[config.mk]
export PLATFORM = sky130hd
export DESIGN_NAME = instr_fetch_unit
export DESIGN_NICKNAME = d
export VERILOG_FILES = /design/src/rtl/instr_fetch_unit_pkg.sv /design/src/rtl/instr_fetch_unit_reg_n.sv /design/src/rtl/instr_fetch_unit.sv
export SDC_FILE = /design/constraint.sdc
export NUM_CORES = 1
export LEC_CHECK = 0
export BUFFER_PORTS_ARGS = -buffer_cell sky130_fd_sc_hd__clkbuf_2
export CAP_MARGIN = 20
export CELL_PAD_IN_SITES_DETAIL_PLACEMENT = 1
export CELL_PAD_IN_SITES_GLOBAL_PLACEMENT = 1
export CORE_MARGIN = 1.5
export CORE_UTILIZATION = 40
export CTS_CLUSTER_SIZE = 14
export DETAILED_ROUTE_END_ITERATION = 7
export PLACE_DENSITY_LB_ADDON = 0.1
export SLEW_MARGIN = 20
export SYNTH_ARGS = -nofsm -noshare
export SYNTH_HDL_FRONTEND = slang
export SYNTH_SLANG_ARGS = --single-unit
[constraint.sdc]
create_clock -name clk -period 5 [get_ports clk]
set_clock_uncertainty 0.15 [all_clocks]
set_input_delay 1 -clock clk [delete_from_list [all_inputs] [get_ports clk]]
set_output_delay 1 -clock clk [all_outputs]
set_load 0.01 [all_outputs]
[src/rtl/instr_fetch_unit_pkg.sv]
// -----------------------------------------------------------------------------
// instr_fetch_unit_pkg
// Shared definitions for the instruction-fetch front end and its decode users:
//   - default data/address widths, reset vector and PC increment
//   - fetch FSM state encoding (2-bit: IDLE=0, REQ=1, HOLD=2)
//   - instruction field bit positions plus small field-extraction helpers
// -----------------------------------------------------------------------------
package instr_fetch_unit_pkg;

  localparam int          DATA_WIDTH_DEF = 32;
  localparam int          ADDR_WIDTH_DEF = 26;
  localparam logic [31:0] RESET_PC_DEF   = 32'h0000_1000;
  localparam int          PC_STEP_DEF    = 1;

  typedef enum logic [1:0] {
    ST_IDLE = 2'd0,
    ST_REQ  = 2'd1,
    ST_HOLD = 2'd2
  } fetch_state_t;

  // Instruction field positions (MSB/LSB) for decode users.
  localparam int OPCODE_MSB = 31;
  localparam int OPCODE_LSB = 26;
  localparam int RS_MSB     = 25;
  localparam int RS_LSB     = 21;
  localparam int RT_MSB     = 20;
  localparam int RT_LSB     = 16;
  localparam int RD_MSB     = 15;
  localparam int RD_LSB     = 11;
  localparam int SHAMT_MSB  = 10;
  localparam int SHAMT_LSB  = 6;
  localparam int FUNCT_MSB  = 5;
  localparam int FUNCT_LSB  = 0;
  localparam int IMM_MSB    = 15;
  localparam int IMM_LSB    = 0;
  localparam int JADDR_MSB  = 25;
  localparam int JADDR_LSB  = 0;

  function automatic logic [5:0] instr_opcode(input logic [31:0] instr);
    return instr[OPCODE_MSB:OPCODE_LSB];
  endfunction

  function automatic logic [5:0] instr_funct(input logic [31:0] instr);
    return instr[FUNCT_MSB:FUNCT_LSB];
  endfunction

  function automatic logic [15:0] instr_imm(input logic [31:0] instr);
    return instr[IMM_MSB:IMM_LSB];
  endfunction

endpackage

[src/rtl/instr_fetch_unit_reg_n.sv]
// -----------------------------------------------------------------------------
// reg_n
// Parametrised-width register with load enable and asynchronous active-low
// reset to RESET_VAL.
//   clk   in   rising-edge clock
//   rst_n in   asynchronous active-low reset
//   load  in   capture d on the next rising edge
//   d     in   WIDTH-bit data in
//   q     out  WIDTH-bit registered value
// -----------------------------------------------------------------------------
module reg_n
  import instr_fetch_unit_pkg::*;
#(
  parameter int               WIDTH     = DATA_WIDTH_DEF,
  parameter logic [WIDTH-1:0] RESET_VAL = '0
) (
  input  logic             clk,
  input  logic             rst_n,
  input  logic             load,
  input  logic [WIDTH-1:0] d,
  output logic [WIDTH-1:0] q
);

  always_ff @(posedge clk or negedge rst_n) begin
    if (!rst_n) begin
      q <= RESET_VAL;
    end else if (load) begin
      q <= d;
    end
  end

endmodule

[src/rtl/instr_fetch_unit.sv]
// -----------------------------------------------------------------------------
// instr_fetch_unit
// Instruction-fetch front end: owns PC and IR, issues word reads over a
// req/ack handshake and presents fetched instructions over valid/ready.
//   clk           in   rising-edge clock
//   rst_n         in   asynchronous active-low reset
//   fetch_en      in   allow new fetches
//   mem_req       out  read request, held until mem_ack
//   mem_addr      out  fetch address, stable while mem_req high
//   mem_ack       in   mem_rdata valid this cycle
//   mem_rdata     in   fetched word
//   redirect      in   one-cycle pulse: load PC from redirect_addr
//   redirect_addr in   branch/jump target
//   ir            out  instruction register
//   ir_pc         out  address ir was fetched from
//   pc_plus       out  ir_pc + PC_STEP
//   ir_valid      out  ir holds an unconsumed instruction
//   ir_ready      in   consumer accepts ir this cycle
// -----------------------------------------------------------------------------
module instr_fetch_unit
  import instr_fetch_unit_pkg::*;
#(
  parameter int          DATA_WIDTH = DATA_WIDTH_DEF,
  parameter int          ADDR_WIDTH = ADDR_WIDTH_DEF,
  parameter logic [31:0] RESET_PC   = RESET_PC_DEF,
  parameter int          PC_STEP    = PC_STEP_DEF
) (
  input  logic                  clk,
  input  logic                  rst_n,
  input  logic                  fetch_en,
  output logic                  mem_req,
  output logic [ADDR_WIDTH-1:0] mem_addr,
  input  logic                  mem_ack,
  input  logic [DATA_WIDTH-1:0] mem_rdata,
  input  logic                  redirect,
  input  logic [ADDR_WIDTH-1:0] redirect_addr,
  output logic [DATA_WIDTH-1:0] ir,
  output logic [ADDR_WIDTH-1:0] ir_pc,
  output logic [ADDR_WIDTH-1:0] pc_plus,
  output logic                  ir_valid,
  input  logic                  ir_ready
);

  localparam logic [ADDR_WIDTH-1:0] RESET_PC_T = ADDR_WIDTH'(RESET_PC);
  localparam logic [ADDR_WIDTH-1:0] STEP_T     = ADDR_WIDTH'(PC_STEP);

  fetch_state_t          state, state_next;
  logic                  squash, squash_next;
  logic [ADDR_WIDTH-1:0] pc, pc_d;
  logic                  pc_load;
  logic                  ir_load;
  logic [ADDR_WIDTH-1:0] addr_d;
  logic                  addr_load;

  always_ff @(posedge clk or negedge rst_n) begin
    if (!rst_n) begin
      state  <= ST_IDLE;
      squash <= 1'b0;
    end else begin
      state  <= state_next;
      squash <= squash_next;
    end
  end

  always_comb begin
    state_next  = state;
    squash_next = squash;
    pc_d        = pc;
    pc_load     = 1'b0;
    ir_load     = 1'b0;

    unique case (state)
      ST_IDLE: begin
        if (fetch_en) state_next = ST_REQ;
      end
      ST_REQ: begin
        if (mem_ack) begin
          // A squashed ack, or one coinciding with a redirect, is dropped:
          // the request simply restarts at the (new) PC.
          if (!squash && !redirect) begin
            ir_load    = 1'b1;
            pc_d       = pc + STEP_T;
            pc_load    = 1'b1;
            state_next = ST_HOLD;
          end
          squash_next = 1'b0;
        end else if (redirect) begin
          // The outstanding read must still complete; mark it for discard.
          squash_next = 1'b1;
        end
      end
      ST_HOLD: begin
        if (redirect || ir_ready) begin
          state_next = fetch_en ? ST_REQ : ST_IDLE;
        end
      end
      default: begin
        state_next  = ST_IDLE;
        squash_next = 1'b0;
      end
    endcase

    if (redirect) begin
      pc_d    = redirect_addr;
      pc_load = 1'b1;
    end
  end

  // mem_addr is its own register so it can stay frozen on the outstanding
  // request while PC already holds a redirect target; otherwise it follows PC.
  assign addr_load = !((state == ST_REQ) && !mem_ack);
  assign addr_d    = pc_d;

  reg_n #(.WIDTH(ADDR_WIDTH), .RESET_VAL(RESET_PC_T)) u_pc (
    .clk(clk), .rst_n(rst_n), .load(pc_load), .d(pc_d), .q(pc)
  );

  reg_n #(.WIDTH(ADDR_WIDTH), .RESET_VAL(RESET_PC_T)) u_mem_addr (
    .clk(clk), .rst_n(rst_n), .load(addr_load), .d(addr_d), .q(mem_addr)
  );

  reg_n #(.WIDTH(DATA_WIDTH), .RESET_VAL('0)) u_ir (
    .clk(clk), .rst_n(rst_n), .load(ir_load), .d(mem_rdata), .q(ir)
  );

  reg_n #(.WIDTH(ADDR_WIDTH), .RESET_VAL('0)) u_ir_pc (
    .clk(clk), .rst_n(rst_n), .load(ir_load), .d(pc), .q(ir_pc)
  );

  assign mem_req  = (state == ST_REQ);
  assign ir_valid = (state == ST_HOLD);
  assign pc_plus  = ir_pc + STEP_T;

endmodule

# After elaboration in Yosys (flattened, before gate mapping)
# Cells that the tools add are included.
dict set report op_classes {
  add_sub_neg 2
  n_eq_ne 7
  muxes 17
  bitwise 1
  n_reduce_logical 10
}
# cell count
set op_table {}
lappend op_table {{two-way mux 26 bit} 4}
lappend op_table {{adder 26 x 1 -> 26 bit (second input constant)} 2}
lappend op_table {{two-way mux 2 bit} 4}
lappend op_table {{two-way mux 1 bit} 7}
lappend op_table {{!= test 2 x 1 -> 1 bit (second input constant)} 3}
lappend op_table {{case mux 2 bit (3 select lines)} 1}
lappend op_table {{AND reduction 4 bit} 1}
lappend op_table {{logical NOT 1 bit} 3}
lappend op_table {{!= test 3 x 1 -> 1 bit (second input constant)} 1}
lappend op_table {{equality test 2 x 1 -> 1 bit (second input constant)} 1}
lappend op_table {{equality test 2 bit (second input constant)} 1}
lappend op_table {{logical AND 1 bit} 2}
lappend op_table {{logical NOT 2 bit} 1}
lappend op_table {{!= test 2 bit (second input constant)} 1}
lappend op_table {{case mux 1 bit (2 select lines)} 1}
lappend op_table {{AND reduction 2 bit} 1}
lappend op_table {{OR reduction 2 bit} 1}
lappend op_table {{logical OR 1 bit} 1}
lappend op_table {{NOT 1 bit} 1}
dict set report totals {
  regBits 113
  input_bits 64
  output_inout_bits 112
  wordCells 43
}

# Depth between registers and ports, before layout
dict set report depth {
  ltp_word 6
  mapped_depth 9
  mapped_depth_nobuf 6
}

# Hierarchy
# From an unflattened synthesis, not the netlist that was laid out.
dict set report hier_totals {
  hier_cells 469
  area_unflattened_um2 6074.6
}
# mod n_inst cells_each area_per_inst_um2 seq_area_each_um2
set by_module_without_submodules {}
lappend by_module_without_submodules {{reg_n at u_mem_addr ...} 2 55 1071.0 651.9}
lappend by_module_without_submodules {instr_fetch_unit 1 236 1517.7 75.1}
lappend by_module_without_submodules {{reg_n at u_ir} 1 68 1345.0 800.8}
lappend by_module_without_submodules {{reg_n at u_ir_pc} 1 55 1069.8 650.6}

# Worst setup path after synthesis
# OpenSTA, ideal clock, no wires.
dict set report synth_path {
  kind {input to register}
  startpoint {input redirect}
  endpoint {register u_mem_addr.q[21]}
  setup_ps 125
  arrival_time_ps 2555
  required_time_ps 4725
  setup_slack_ps 2170
  stages 6
  n_path_buf 1
  cell_sequence {or3b_1 -> buf_2 -> nor4b_4 -> a31oi_1 -> o31a_1 -> mux2_2}
}
dict set report synth_via {
  elab_chain_cells 6
}
# element line_no
set synth_rtl {}
lappend synth_rtl {{start: declaration} instr_fetch_unit.sv:35} ;# input logic redirect,
lappend synth_rtl {{logical NOT 1 bit} instr_fetch_unit.sv:80} ;# if (!squash && !redirect) begin
lappend synth_rtl {{logical AND 1 bit} instr_fetch_unit.sv:80}
lappend synth_rtl {{two-way mux 26 bit} instr_fetch_unit.sv:80}
lappend synth_rtl {{two-way mux 26 bit} instr_fetch_unit.sv:77} ;# if (mem_ack) begin
lappend synth_rtl {{two-way mux 26 bit} instr_fetch_unit.sv:72} ;# unique case (state)
lappend synth_rtl {{two-way mux 26 bit *} instr_fetch_unit.sv:103} ;# if (redirect) begin
lappend synth_rtl {{end signal: assignment} instr_fetch_unit_reg_n.sv:26} ;# q <= RESET_VAL;
lappend synth_rtl {{end signal: assignment} instr_fetch_unit_reg_n.sv:28} ;# q <= d;
lappend synth_rtl {{end: declaration} instr_fetch_unit_reg_n.sv:21} ;# output logic [WIDTH-1:0] q
# Every way passes the cells marked *; elsewhere a longest branch is shown, timed or not.
# A chain may end at the register's enable or synchronous reset.

# Final worst setup path
dict set report layout_path {
  startpoint {register u_ir_pc.q[3]}
  endpoint {output pc_plus[24]}
}
dict set report layout_via {
  elab_chain_cells 1
}
# element line_no
set layout_rtl {}
lappend layout_rtl {{start: declaration} instr_fetch_unit_reg_n.sv:21}
lappend layout_rtl {{start signal: assignment} instr_fetch_unit_reg_n.sv:26}
lappend layout_rtl {{start signal: assignment} instr_fetch_unit_reg_n.sv:28}
lappend layout_rtl {{adder 26 x 1 -> 26 bit} instr_fetch_unit.sv:132} ;# assign pc_plus = ir_pc + STEP_T;
lappend layout_rtl {{end: declaration} instr_fetch_unit.sv:39} ;# output logic [ADDR_WIDTH-1:0] pc_plus,
# Every way passes these cells.

==> results.py <==
metrics = {
    "yosys": {
        "avgSynthCellArea_um2": 9.56,
        "yosysWarnings": 0,
        "synth_top_family_by_area": "simple AND/OR/NAND/NOR gates",
        "synth.distinct_cells": 39,
        "ys_ff_latch": 113,
        "synth_cells": 552,
        "synth-seq-area-share_pct": 53.7,
        "syn_area_um2": 5280,
        "synthArstFlopShare_pct": 100,
        "synthTopCellsByArea": "dfrtp_1 53%, nand2_1 13%, xnor2_1 6.1%",
        "synth_top_cells_by_count": "186 x nand2_1, 111 x dfrtp_1, 37 x xnor2_1, 25 x nand3_1",
        "ys.flop_type": "dfrtp_1",
        "yosysMostFrequentCell": "nand2_1",
        "synth_xor_area_share_pct": 7.47,
        "synth-edff-count": 0,
        "synth_area_leader_cell": "dfrtp_1",
        "synth_compound_area_share_pct": 6.19,
        "synthSimpleGateAreaFrac_pct": 25.0,
        "synthMuxAreaShare_pct": 4.89,
        "syn_nets": 618,
        "synth_top_area_share_pct": 52.7,
        "synthAdderAreaFrac_pct": 0.474,
    },
    "pwr": {
        "power_density_nw_per_um2": 598,
        "switching_share_pct": 34.9,
        "leakagePower_nw": 3.55,
        "vdd.ir_drop.worst_mv": 0.239,
        "sequentialPowerShare_pct": 37.0,
        "p_total_mw": 4.17,
        "pwr-share-clk_pct": 32.1,
        "internal_power_mw": 2.71,
        "p_sw_mw": 1.45,
        "p_comb_share_pct": 30.8,
    },
    "placed_design": {
        "dp.cells": 877,
        "place_congestion": 0.800,
        "place_area_um2": 6310,
        "pre_cts_ws_ns": 1.28,
        "io_buffers": 175,
        "dpl.hpwl_um": 10600,
    },
    "routing": {
        "firstDrtPassIters": 4,
        "drt_wl_total_um": 15200,
        "antenna_left": 0,
        "via_count": 4618,
        "routed_via_density": 5.08,
        "drc": 0,
        "dr.first_iter.drc_count": 137,
        "routedWlPerCell_um": 16.7,
    },
    "critical_path": {
        "worstSetupEndpointType": "output port",
        "crit_arrival_ns": 2.40,
        "crit_path_top_delay_cell": "dfrtp_1",
        "critical_path.max_stage_delay_ns": 0.47,
        "rrSetupSlack_ns": 2.40,
        "startpoint_type": "flip-flop",
        "cp_cell_sequence": "and4_1 -> and3_1 -> nor2b_1 -> nand4_1 -> xnor2_1 -> clkbuf_2",
        "cp_max_fo": 7,
        "path_class": "flip-flop to output port",
        "required_ns": 3.85,
    },
    "layout": {
        "antenna_cells": 0,
        "final_cells": 909,
        "layout-drive-gt1-share_pct": 32.4,
        "fill_cells": 1516,
        "area_delta_synth_final_pct": 32.1,
        "multiInputGateArea_um2": 2330,
        "post-route-util_pct": 54.8,
        "seq_area_um2": 2830,
        "num-nets-final": 790,
        "fin_area_um2": 6970,
    },
    "clocking": {
        "clk_path_buf_depth": 2,
        "postCtsSetupBuffers": 0,
        "htreeDepth": 4,
        "clock_latency_ns": 0.41,
        "cts_tree": "done",
        "clkTransAtPathRegs_ns": 0.05,
        "cts_root_buffer": "clkbuf_16",
        "cts.sinks": 113,
        "cts_hold_buf": 0,
        "cts_resized": 0,
        "numCtsBuffers": 17,
    },
    "timing": {
        "rsz0062_at_grt": "false",
        "finalHoldViolCount": 0,
        "timing.final.crit_share_pct": 71.0,
        "fmax_mhz": 282,
        "relSlewSlack_pct": 29.1,
        "tightest_slew_ns": 1.06,
        "holdWs_ns": 0.320,
        "finalSetupViolations": 0,
        "setup_slack_ns": 1.45,
        "tns_ns": 0,
        "fin_crit_ns": 3.55,
        "report.final.slew_viol_count": 0,
    },
    "floorplan": {
        "die_area_um2": 13900,
        "io_pins": 176,
        "placementRows": 41,
        "coreArea_um2": 12700,
        "chipWidth_um": 118,
        "die_y_um": 118,
        "start_util_pct": 41.5,
    },
    "grt": {
        "grt_pass1_vias": 4973,
        "grt_pass1_wl_um": 25600,
        "grt_usage_pct": 23.0,
        "antenna_found_initial": 0,
        "grt.overflow.total": 0,
        "grt_start_max_net_pins": 76,
    },
    "min_path": {
        "hp-class": "flip-flop to flip-flop",
    },
    "flow_run": {
        "maxCapViolCount": 0,
    },
    "outcome": {
        "status": "completed",
    },
}
-- critical path: cells and delay by family (launching register included) --
family | cells | cell delay [ns]
buf+inv | 1 | 0.15
simple gates | 4 | 1.22
flops | 1 | 0.47
xor+xnor | 1 | 0.15
-- cell families after synthesis --
group                      after synthesis
AOI/OAI and AO/OA                       46
xor gates and xnor gates                45
adders and majority gates                2
buffers and inverters                   32
DFF                                    113
muxes                                   23
and+or+nand+nor                        291
-- state kept, by name, summed over array words and instances (netlist names) --
register	count
u_ir_pc.q	26
squash	1
state	2
u_ir.q	32
u_mem_addr.q	26
u_pc.q	26
-- path summary, 6_finish.rpt --
check                      depth (start not counted)                            to                     start
setup reg to reg                                   5  u_mem_addr.q[23]$_DFFE_PN0N_     u_pc.q[2]$_DFFE_PN0P_
setup / recovery                                   6                   pc_plus[24]  u_ir_pc.q[3]$_DFFE_PN0P_
max in group asynchronous                          2  u_mem_addr.q[17]$_DFFE_PN0N_                     rst_n
hold reg to reg                                    2        u_ir.q[21]$_DFFE_PN0P_    u_ir.q[21]$_DFFE_PN0P_
min in group asynchronous                          1         u_ir.q[6]$_DFFE_PN0P_                     rst_n
hold / removal                                     2        u_ir.q[21]$_DFFE_PN0P_    u_ir.q[21]$_DFFE_PN0P_
-- power groups by stage --
stage / logic (mW) / clock network, mW / registers [mW]
2_1_floorplan: 0.588 / 0 / 1.62
3_3_place_gp: 1.26 / 0 / 1.53
3_5_place_dp: 1.30 / 0 / 1.55
4_1_cts: 1.31 / 1.36 / 1.55
5_1_grt: 1.43 / 1.39 / 1.59
6_report: 1.28 / 1.34 / 1.54
-- final cells by class --
type / count / area share, %
repair buffers: 180 / 13.1
clock inverters: 10 / 2.59
multi-input cells: 407 / 33.5
flip-flops and latches: 113 / 40.6
well taps: 172 / 3.09
inverters: 5 / 0.269
clock buffers: 22 / 6.80
-- per-layer routing --
| layer | vias up | track usage [%] | share of wire (%) |
|---|---|---|---|
| met5 | - | 0 | 0 |
| met4 | 0 | 6.10 | 1.1 |
| met3 | 15 | 7.12 | 6.4 |
| met2 | 137 | 38.9 | 49 |
| met1 | 2257 | 28.5 | 44 |
| li1 | 2209 | - | - |
-- cell usage in the layout (no fill, tap or decap), types with 2 or more instances in the layout --
master and instances:
dfrtp_1 111, clkbuf_2 174, a221o_1 14, xor2_1 8, buf_4 6, nor2_1 14, clkbuf_8 3, inv_1 5
clkinvlp_4 2, nor3_1 4, o21ai_0 14, a21o_1 4, nor4_1 3, a21oi_1 7, xnor2_1 37, ha_1 2
nand3_1 25, dfstp_2 2, or3_1 3, clkinv_2 3, clkbuf_16 17, nand2_1 185, nor2b_1 3, nand4_1 15
a31oi_1 2, and3_1 22, mux2_2 22, nand2b_1 2, bufinv_16 5, and4_1 5, clkbuf_1 2
No activity file was read; power rests on OpenSTA's default activity.
